`src/rtl/pc_seq_pkg.sv`:
```
// Shared encodings for the PC sequencer: FSM states and next-PC select codes.
// Optional cycle counter is controlled by PC_SEQ_CYCLE_COUNT_EN in pc_sequencer.
package pc_seq_pkg;

    localparam logic [1:0] ST_IDLE = 2'b00;
    localparam logic [1:0] ST_RUN  = 2'b01;
    localparam logic [1:0] ST_STEP = 2'b10;
    localparam logic [1:0] ST_HALT = 2'b11;

    localparam logic [1:0] PCSRC_SEQ  = 2'b00;
    localparam logic [1:0] PCSRC_BR   = 2'b01;
    localparam logic [1:0] PCSRC_JMP  = 2'b10;
    localparam logic [1:0] PCSRC_HOLD = 2'b11;

endpackage

```
`src/rtl/pc_next_sel.sv`:
```
// Next-PC mux: picks sequential, branch, jump or current PC by pc_src.
// Purely combinational; the register lives in pc_sequencer.
module pc_next_sel
    import pc_seq_pkg::*;
#(
    parameter int BUS_WIDTH = 32
) (
    input  logic [1:0]           pc_src,
    input  logic [BUS_WIDTH-1:0] pc_plus4,
    input  logic [BUS_WIDTH-1:0] branch_target,
    input  logic [BUS_WIDTH-1:0] jump_target,
    input  logic [BUS_WIDTH-1:0] pc,
    output logic [BUS_WIDTH-1:0] next_pc
);

    // 4-way select of the next PC value
    always_comb begin
        next_pc = pc;
        case (pc_src)
            PCSRC_SEQ:  next_pc = pc_plus4;
            PCSRC_BR:   next_pc = branch_target;
            PCSRC_JMP:  next_pc = jump_target;
            default:    next_pc = pc;
        endcase
    end

endmodule

```
`src/rtl/pc_sequencer.sv`:
```
// PC register plus idle/run/step/halt fetch FSM for the IF stage.
// Define PC_SEQ_CYCLE_COUNT_EN to add the cycle_count output.
module pc_sequencer
    import pc_seq_pkg::*;
#(
    parameter int                BUS_WIDTH = 32,
    parameter logic [BUS_WIDTH-1:0] RESET_PC  = '0,
    parameter int                PC_STEP   = 4
) (
    input  logic                 clk,
    input  logic                 reset,
    input  logic                 start,
    input  logic                 step_mode,
    input  logic                 step_req,
    input  logic                 stall,
    input  logic                 branch_taken,
    input  logic [BUS_WIDTH-1:0] branch_target,
    input  logic                 jump,
    input  logic [BUS_WIDTH-1:0] jump_target,
    input  logic                 halt_detect,
    output logic [BUS_WIDTH-1:0] pc,
    output logic [BUS_WIDTH-1:0] pc_plus4,
    output logic [1:0]           pc_src,
    output logic                 pc_write,
    output logic                 if_flush,
    output logic [1:0]           state,
    output logic                 halted
`ifdef PC_SEQ_CYCLE_COUNT_EN
    ,
    output logic [31:0]          cycle_count
`endif
);

    logic [1:0]           next_state;
    logic [BUS_WIDTH-1:0] next_pc;
    logic                 advancing;

    assign pc_plus4  = pc + BUS_WIDTH'(PC_STEP);
    assign halted    = (state == ST_HALT);
    assign advancing = (state == ST_RUN) || (state == ST_STEP);

    pc_next_sel #(
        .BUS_WIDTH(BUS_WIDTH)
    ) u_next_sel (
        .pc_src        (pc_src),
        .pc_plus4      (pc_plus4),
        .branch_target (branch_target),
        .jump_target   (jump_target),
        .pc            (pc),
        .next_pc       (next_pc)
    );

    // Mealy advance decision and FSM next-state
    always_comb begin
        pc_src     = PCSRC_HOLD;
        pc_write   = 1'b0;
        if_flush   = 1'b0;
        next_state = state;
        if (advancing) begin
            // Redirects win over stall and over a wrong-path HALT
            if (jump) begin
                pc_src   = PCSRC_JMP;
                pc_write = 1'b1;
                if_flush = 1'b1;
            end else if (branch_taken) begin
                pc_src   = PCSRC_BR;
                pc_write = 1'b1;
                if_flush = 1'b1;
            end else if (stall) begin
                pc_src   = PCSRC_HOLD;
            end else if (halt_detect) begin
                pc_src     = PCSRC_HOLD;
                next_state = ST_HALT;
            end else begin
                pc_src   = PCSRC_SEQ;
                pc_write = 1'b1;
            end
            if (next_state != ST_HALT) begin
                if (state == ST_RUN && step_mode) begin
                    next_state = ST_IDLE;
                end
                if (state == ST_STEP && pc_write) begin
                    next_state = ST_IDLE;
                end
            end
        end else if (state == ST_IDLE) begin
            if (start && !step_mode) begin
                next_state = ST_RUN;
            end else if (step_mode && step_req) begin
                next_state = ST_STEP;
            end
        end
        // No PC update or flush may escape while reset is held
        if (reset) begin
            pc_write = 1'b0;
            if_flush = 1'b0;
        end
    end

    // PC and FSM state registers
    always_ff @(posedge clk or posedge reset) begin
        if (reset) begin
            pc    <= RESET_PC;
            state <= ST_IDLE;
        end else begin
            state <= next_state;
            if (pc_write) begin
                pc <= next_pc;
            end
        end
    end

`ifdef PC_SEQ_CYCLE_COUNT_EN
    // Count cycles spent fetching (RUN or STEP)
    always_ff @(posedge clk or posedge reset) begin
        if (reset) begin
            cycle_count <= '0;
        end else if (advancing) begin
            cycle_count <= cycle_count + 32'd1;
        end
    end
`endif

endmodule

```
`config.mk`:
```
export PLATFORM = sky130hd
export DESIGN_NAME = pc_sequencer
export DESIGN_NICKNAME = d
export VERILOG_FILES = /design/src/rtl/pc_seq_pkg.sv /design/src/rtl/pc_next_sel.sv /design/src/rtl/pc_sequencer.sv
export SDC_FILE = /design/constraint.sdc
export NUM_CORES = 1
export LEC_CHECK = 0
export ABC_AREA = 0
export CAP_MARGIN = 20
export CORE_MARGIN = 1.5
export CORE_UTILIZATION = 41
export CTS_CLUSTER_SIZE = 20
export DETAILED_ROUTE_END_ITERATION = 16
export GPL_TIMING_DRIVEN = 0
export HOLD_SLACK_MARGIN = 0.05
export PLACE_DENSITY = 0.82
export SLEW_MARGIN = 40
export SYNTH_ARGS = -nofsm -noshare
export SYNTH_HDL_FRONTEND = slang
export SYNTH_SLANG_ARGS = --single-unit
```
`constraint.sdc`:
```
create_clock -name clk -period 3.1 [get_ports clk]
set_input_delay 0.62 -clock clk [delete_from_list [all_inputs] [get_ports clk]]
set_output_delay 0.62 -clock clk [all_outputs]
set_load 0.01 [all_outputs]
```
* Word level (Yosys, flattened, before mapping)
Index checks and enable logic that the tools add are counted.
** Operators by class
- $add $sub $neg :: 1
- Multiplexer cells :: 29
- Eq/ne operators :: 6
- Reduce and logical (&&, ||, !) cells :: 13
** Operators by type and width (count)
- $pmux W32 S3 :: 1
- $mux W2 :: 17
- $add A32 B3 Y32 const B :: 1
- $mux W1 :: 11
- $eq A2 B2 Y1 const B :: 3
- $reduce_bool A3 Y1 :: 2
- $eq A2 B1 Y1 const B :: 2
- $logic_and A1 B1 Y1 :: 4
- $logic_not A2 Y1 :: 2
- $reduce_and A2 Y1 :: 2
- $ne A2 B2 Y1 const B :: 1
- $reduce_bool A2 Y1 :: 1
- $logic_not A1 Y1 :: 1
- $logic_or A1 B1 Y1 :: 1
** Word-level totals
- Flip-flop bits (word level) :: 34
- Bits of input ports :: 73
- Word-level logic and storage cells :: 51

* Logic depth before layout (Yosys ltp)
- Word-level depth :: 9
- Mapped depth :: 12
- Gate-level depth less buffers :: 10

* Cells and area by module
A second synthesis with hierarchy kept.
** Second synthesis, totals
- Cells, all modules :: 229
- Area, all modules :: 2899.0 µm²
** By module, submodules not included
- pc_sequencer :: area each 2084.5 µm², seq. area each 850.8 µm², times used 1, cells an instance 190
- pc_next_sel :: area each 814.5 µm², seq. area each 0.0 µm², times used 1, cells an instance 39

* Worst setup path after synthesis
No wires, ideal clock.
- Kind :: reg-to-reg
- Start point :: register state[0]
- End point :: register pc[11]
- Stages on the path, launching flop included :: 12
- Setup slack :: 376 ps
- Buffers on the path :: 4
- Period minus slack after synthesis :: 2724 ps
- Setup time :: 121 ps
- Data required time :: 2979 ps
- Data arrival time :: 2603 ps
- Cells stage by stage :: dfrtp_1 > inv_1 > ha_1 > buf_2 > nor2_1 > o21ai_0 > ha_1 > clkbuf_1 > clkbuf_1 > clkbuf_1 > a21oi_1 > o22a_1
** On the way
- Word-level cells in the longest chain between the ends :: 6
- Elaborated cells on any way between the ends :: 12
- Those cells by class :: eq/ne (4); mux (4); reduce/logical (4)
** RTL lines
- start, declared :: line pc_sequencer.sv:26 : output logic [1:0] state,
- start signal, assigned :: line pc_sequencer.sv:106 : state <= next_state;
- $eq A2 B1 Y1 or $eq A2 B2 Y1 (tied branches) :: line pc_sequencer.sv:40 : assign advancing = (state == ST_RUN) || (state == ST_STEP);
- $logic_or A1 B1 Y1 * :: line pc_sequencer.sv:40
- $mux W2 * :: line pc_sequencer.sv:59 : if (advancing) begin
- named net pc_src[1] :: line pc_sequencer.sv:23 : output logic [1:0] pc_src,
- $eq A2 B1 Y1 (tied with other cells) :: line pc_next_sel.sv:19 : case (pc_src)
- $reduce_bool A3 Y1 (no line)
- $reduce_and A2 Y1 (no line)
- end signal, assigned :: line pc_sequencer.sv:108 : pc <= next_pc;
- end, declared :: line pc_sequencer.sv:21 : output logic [BUS_WIDTH-1:0] pc,
Mark *: on every way through the listed nets, which the timed path passes. The rest lies on a longest branch.
A chain may end at the register's enable or synchronous reset.

* Worst setup path in the final report
- Start point :: register pc[10]
- End point :: output port pc_plus4[23]
** On the way
- Word-level cells in the longest chain between the ends :: 1
** RTL lines
- $add A32 B3 Y32 :: line pc_sequencer.sv:38 : assign pc_plus4 = pc + BUS_WIDTH'(PC_STEP);
- end, declared :: line pc_sequencer.sv:22 : output logic [BUS_WIDTH-1:0] pc_plus4,
Every way passes these cells.

==> qor.csv <==
stage,metric,value,unit
sta,finalSetupViolCount,0,
pwr,p_leak,1.83,nW
placed_design,portBuffers,143,
cts,clkTransAtPathRegs,0.08,ns
detailed_routing,drc,0,
cts,clk_latency,0.31,ns
grt,grt_pass1_vias,3365,
logic_synthesis,synth-seq-cells,34,
run,drv_cap,0,
detailed_routing,vias,3523,
placed_design,gp_congestion,0.847,
grt,track_usage,0.284,
detailed_routing,routed_wl,10900,microns
floorplan,design.die.area,0.00751,sq mm
critical_path,critPathArrivalTime,2.43,ns
cells_and_area,final_common_cell,clkdlybuf4s50_1,
critical_path,r2r_setup_slack,0.15,ns
floorplan,die_w,86.7,microns
floorplan,fp.dieH,86.7,microns
sta,grt_setup_unrepaired,yes,
critical_path,cpMostUsedCell,buf_2,
critical_path,crit_slowest_cell,clkdlybuf4s50_1,
pwr,power_density,1020,mW/mm^2
logic_synthesis,syn-instance-count,345,
cts,cts_max_level,2,
logic_synthesis,synth_top_cell_by_area,dfrtp_1,
floorplan,pin_count,144,
logic_synthesis,syn_area_per_cell,8.32,sq um
logic_synthesis,synth_top_area_frac,0.296,
cells_and_area,drive_gt1_frac,0.0885,
cells_and_area,final_cell_mix,"clkdlybuf4s50_1 (135), dfrtp_1 (32), nand2_1 (27)",
cells_and_area,antenna_cells,0,
cells_and_area,nets,576,
sta,max-slew-margin-rel,0.507,
worst_hold_path,hp-start,pc[1]$_DFFE_PP0P_,
critical_path,startpoint_type,flop,
cts,cts-buffers-inserted,5,
pwr,vdd.ir_drop.worst,0.000587,V
cts,cts_buffer_depth,2,
sta,tightest_slew,0.733,ns
logic_synthesis,synth_edf_count,0,
placed_design,place_hpwl,8060,microns
status,status,"finished, final reports clean",
logic_synthesis,synthArstFlopShare,1.00,
detailed_routing,detail_route.wl_per_cell,18.3,microns
worst_hold_path,whs_endpoint,pc[1]$_DFFE_PP0P_,
detailed_routing,drtIter0Drc,363,
logic_synthesis,netlist_area,0.00287,sq mm
floorplan,core_area,0.00679,sq mm
detailed_routing,final_antenna_net_count,0,
critical_path,cp_max_fo,9,
critical_path,r2r-end,pc[22]$_DFFE_PP0P_,
cts,root_buffer,clkbuf_8,
worst_hold_path,min-delay-path-class,reg2reg,
cells_and_area,area_growth,60.2,%
logic_synthesis,synth_seq_area_share,0.296,
sta,worst_clock_skew,0.00655,ns
logic_synthesis,synth_area_leaders,"dfrtp_1 (30%), xnor2_1 (7.0%), a221oi_1 (6.7%)",
grt,grt_overflow,0,
critical_path,reg2reg_depth,11,
worst_hold_path,hold_depth,2,
sta,timing.final.hold_violations,0,
cts,clock_sinks,34,
placed_design,placed_area,0.00442,sq mm
critical_path,r2r_start,state[0]$_DFFE_PP0P_,
sta,timing.fmax,327,MHz
critical_path,cp_cell_sequence,"buf_2, and4_1, buf_2, nand3_1, nor3_1, xor2_1, clkdlybuf4s50_1",
logic_synthesis,ys_types,45,
critical_path,cp-end-kind,output port,
logic_synthesis,ys_warn_count,0,
sta,fin_crit_sh,0.985,
logic_synthesis,synth_ff_type,dfrtp_1,
logic_synthesis,syn-num-nets,425,
cells_and_area,final_util,0.677,
grt,grt_pass1_wl,16600,microns
sta,finalMaxSlewViolations,0,
grt,grt_max_degree,35,
sta,fin_crit,3.05,ns
critical_path,critical_path_class,reg2out,
cts,cts_tree,done,
floorplan,start_util,0.422,
detailed_routing,drt_pass1_iterations,5,
floorplan,row_count,30,
critical_path,slowest_delay,0.55,ns
detailed_routing,via_per_inst,5.94,
cells_and_area,stdcell_area,0.00460,sq mm
grt,antenna_found_initial,0,
critical_path,critPathRequiredTime,2.48,ns
sta,fin_tns_setup,0,ns
[worst max-delay path: cells and delay by family (launching register included)]
family                    cells  cell delay (ns)
and+or+nand+nor               3             0.70
buffers and inverters         3             0.91
xor gates and xnor gates      1             0.18
DFF                           1             0.34
[cell usage after synthesis, drive strengths merged, types with 3 or more instances]
| cell type | instances |
|---|---|
| nand2 | 27 |
| clkbuf | 22 |
| inv | 13 |
| a31oi | 3 |
| o21ai | 21 |
| o31ai | 3 |
| a22oi | 8 |
| nand4 | 13 |
| buf | 13 |
| a41oi | 4 |
| and2 | 4 |
| nand3 | 13 |
| xor2 | 5 |
| nor3 | 10 |
| a311oi | 5 |
| o22a | 9 |
| and3 | 6 |
| a221oi | 22 |
| ha | 7 |
| and4 | 7 |
| dfrtp | 34 |
| xnor2 | 23 |
| nor2 | 19 |
| nor4 | 7 |
| a221o | 5 |
| a2bb2oi | 5 |
| a21oi | 21 |
[registers in the layout (all words and copies together) (netlist names)]
signal / cells
state: 2
pc: 32
[how the worst max path moves through the flow]
stage,cells past startpoint,to,startpoint
detailed placement,9,pc[14]$_DFFE_PP0P_,halt_detect
global route,7,pc_plus4[23],pc[10]$_DFFE_PP0P_
floorplan,11,pc[11]$_DFFE_PP0P_,state[0]$_DFFE_PP0P_
CTS,11,pc[9]$_DFFE_PP0P_,state[0]$_DFFE_PP0P_
finish,7,pc_plus4[23],pc[10]$_DFFE_PP0P_
global placement,9,pc[29]$_DFFE_PP0P_,halt_detect
[logic make-up after synthesis]
| family | share of synthesized area |
|---|---|
| flip-flops | 0.296 |
| AND/OR/NAND/NOR | 0.213 |
| multiplexers | 0.00697 |
| AO/OA/AOI/OAI | 0.289 |
| XOR/XNOR | 0.0854 |
| adder cells (fa/ha/maj) | 0.0305 |
| buffers and inverters | 0.0789 |
[power breakdown]
part / internal (W) / switching (W) / total [W]
Combinational: 0.00158 / 0.00173 / 0.00331
Clock: 0.000239 / 0.000190 / 0.000429
Sequential: 0.000655 / 0.000316 / 0.000971
[layout make-up]
| cell class | count | area [sq um] |
|---|---|---|
| flip-flops and latches | 34 | 853 |
| clock buffers | 5 | 68.8 |
| clock inverters | 3 | 45.0 |
| multi-input cells | 263 | 1810 |
| inverters | 13 | 50.0 |
| repair buffers | 144 | 1460 |
| well taps | 96 | 120 |
| fillers | 553 | 2200 |
| plain buffers | 35 | 191 |
[repair_timing]
item | CTS | global route
pin swaps | 0 | 2
buffers inserted | 0 | 1
endpoints found under the setup margin | 22 | 43
hold buffers | 0 | 0
hold endpoints to repair | 0 | 0
resized for setup | 6 | 26
[routing by layer]
metal	wire (microns)	up-vias	track usage
met5	0	-	0
met4	261	0	0.0982
met3	1050	25	0.0610
met2	5260	202	0.492
met1	4300	1680	0.347
li1	-	1616	-
[stage by stage]
stage	power, W	setup WS [ns]	hold slack, ns	std cells
3_5_place_dp	0.00421	-0.398	0.547	584
3_3_place_gp	0.00414	-0.367	0.535	584
4_1_cts	0.00465	0.0151	0.563	592
5_1_grt	0.00500	-0.0559	0.601	593
6_report	0.00471	0.0451	0.555	593
2_1_floorplan	0.00267	0.376	0.558	345
Power figures use the tool's default switching activity.
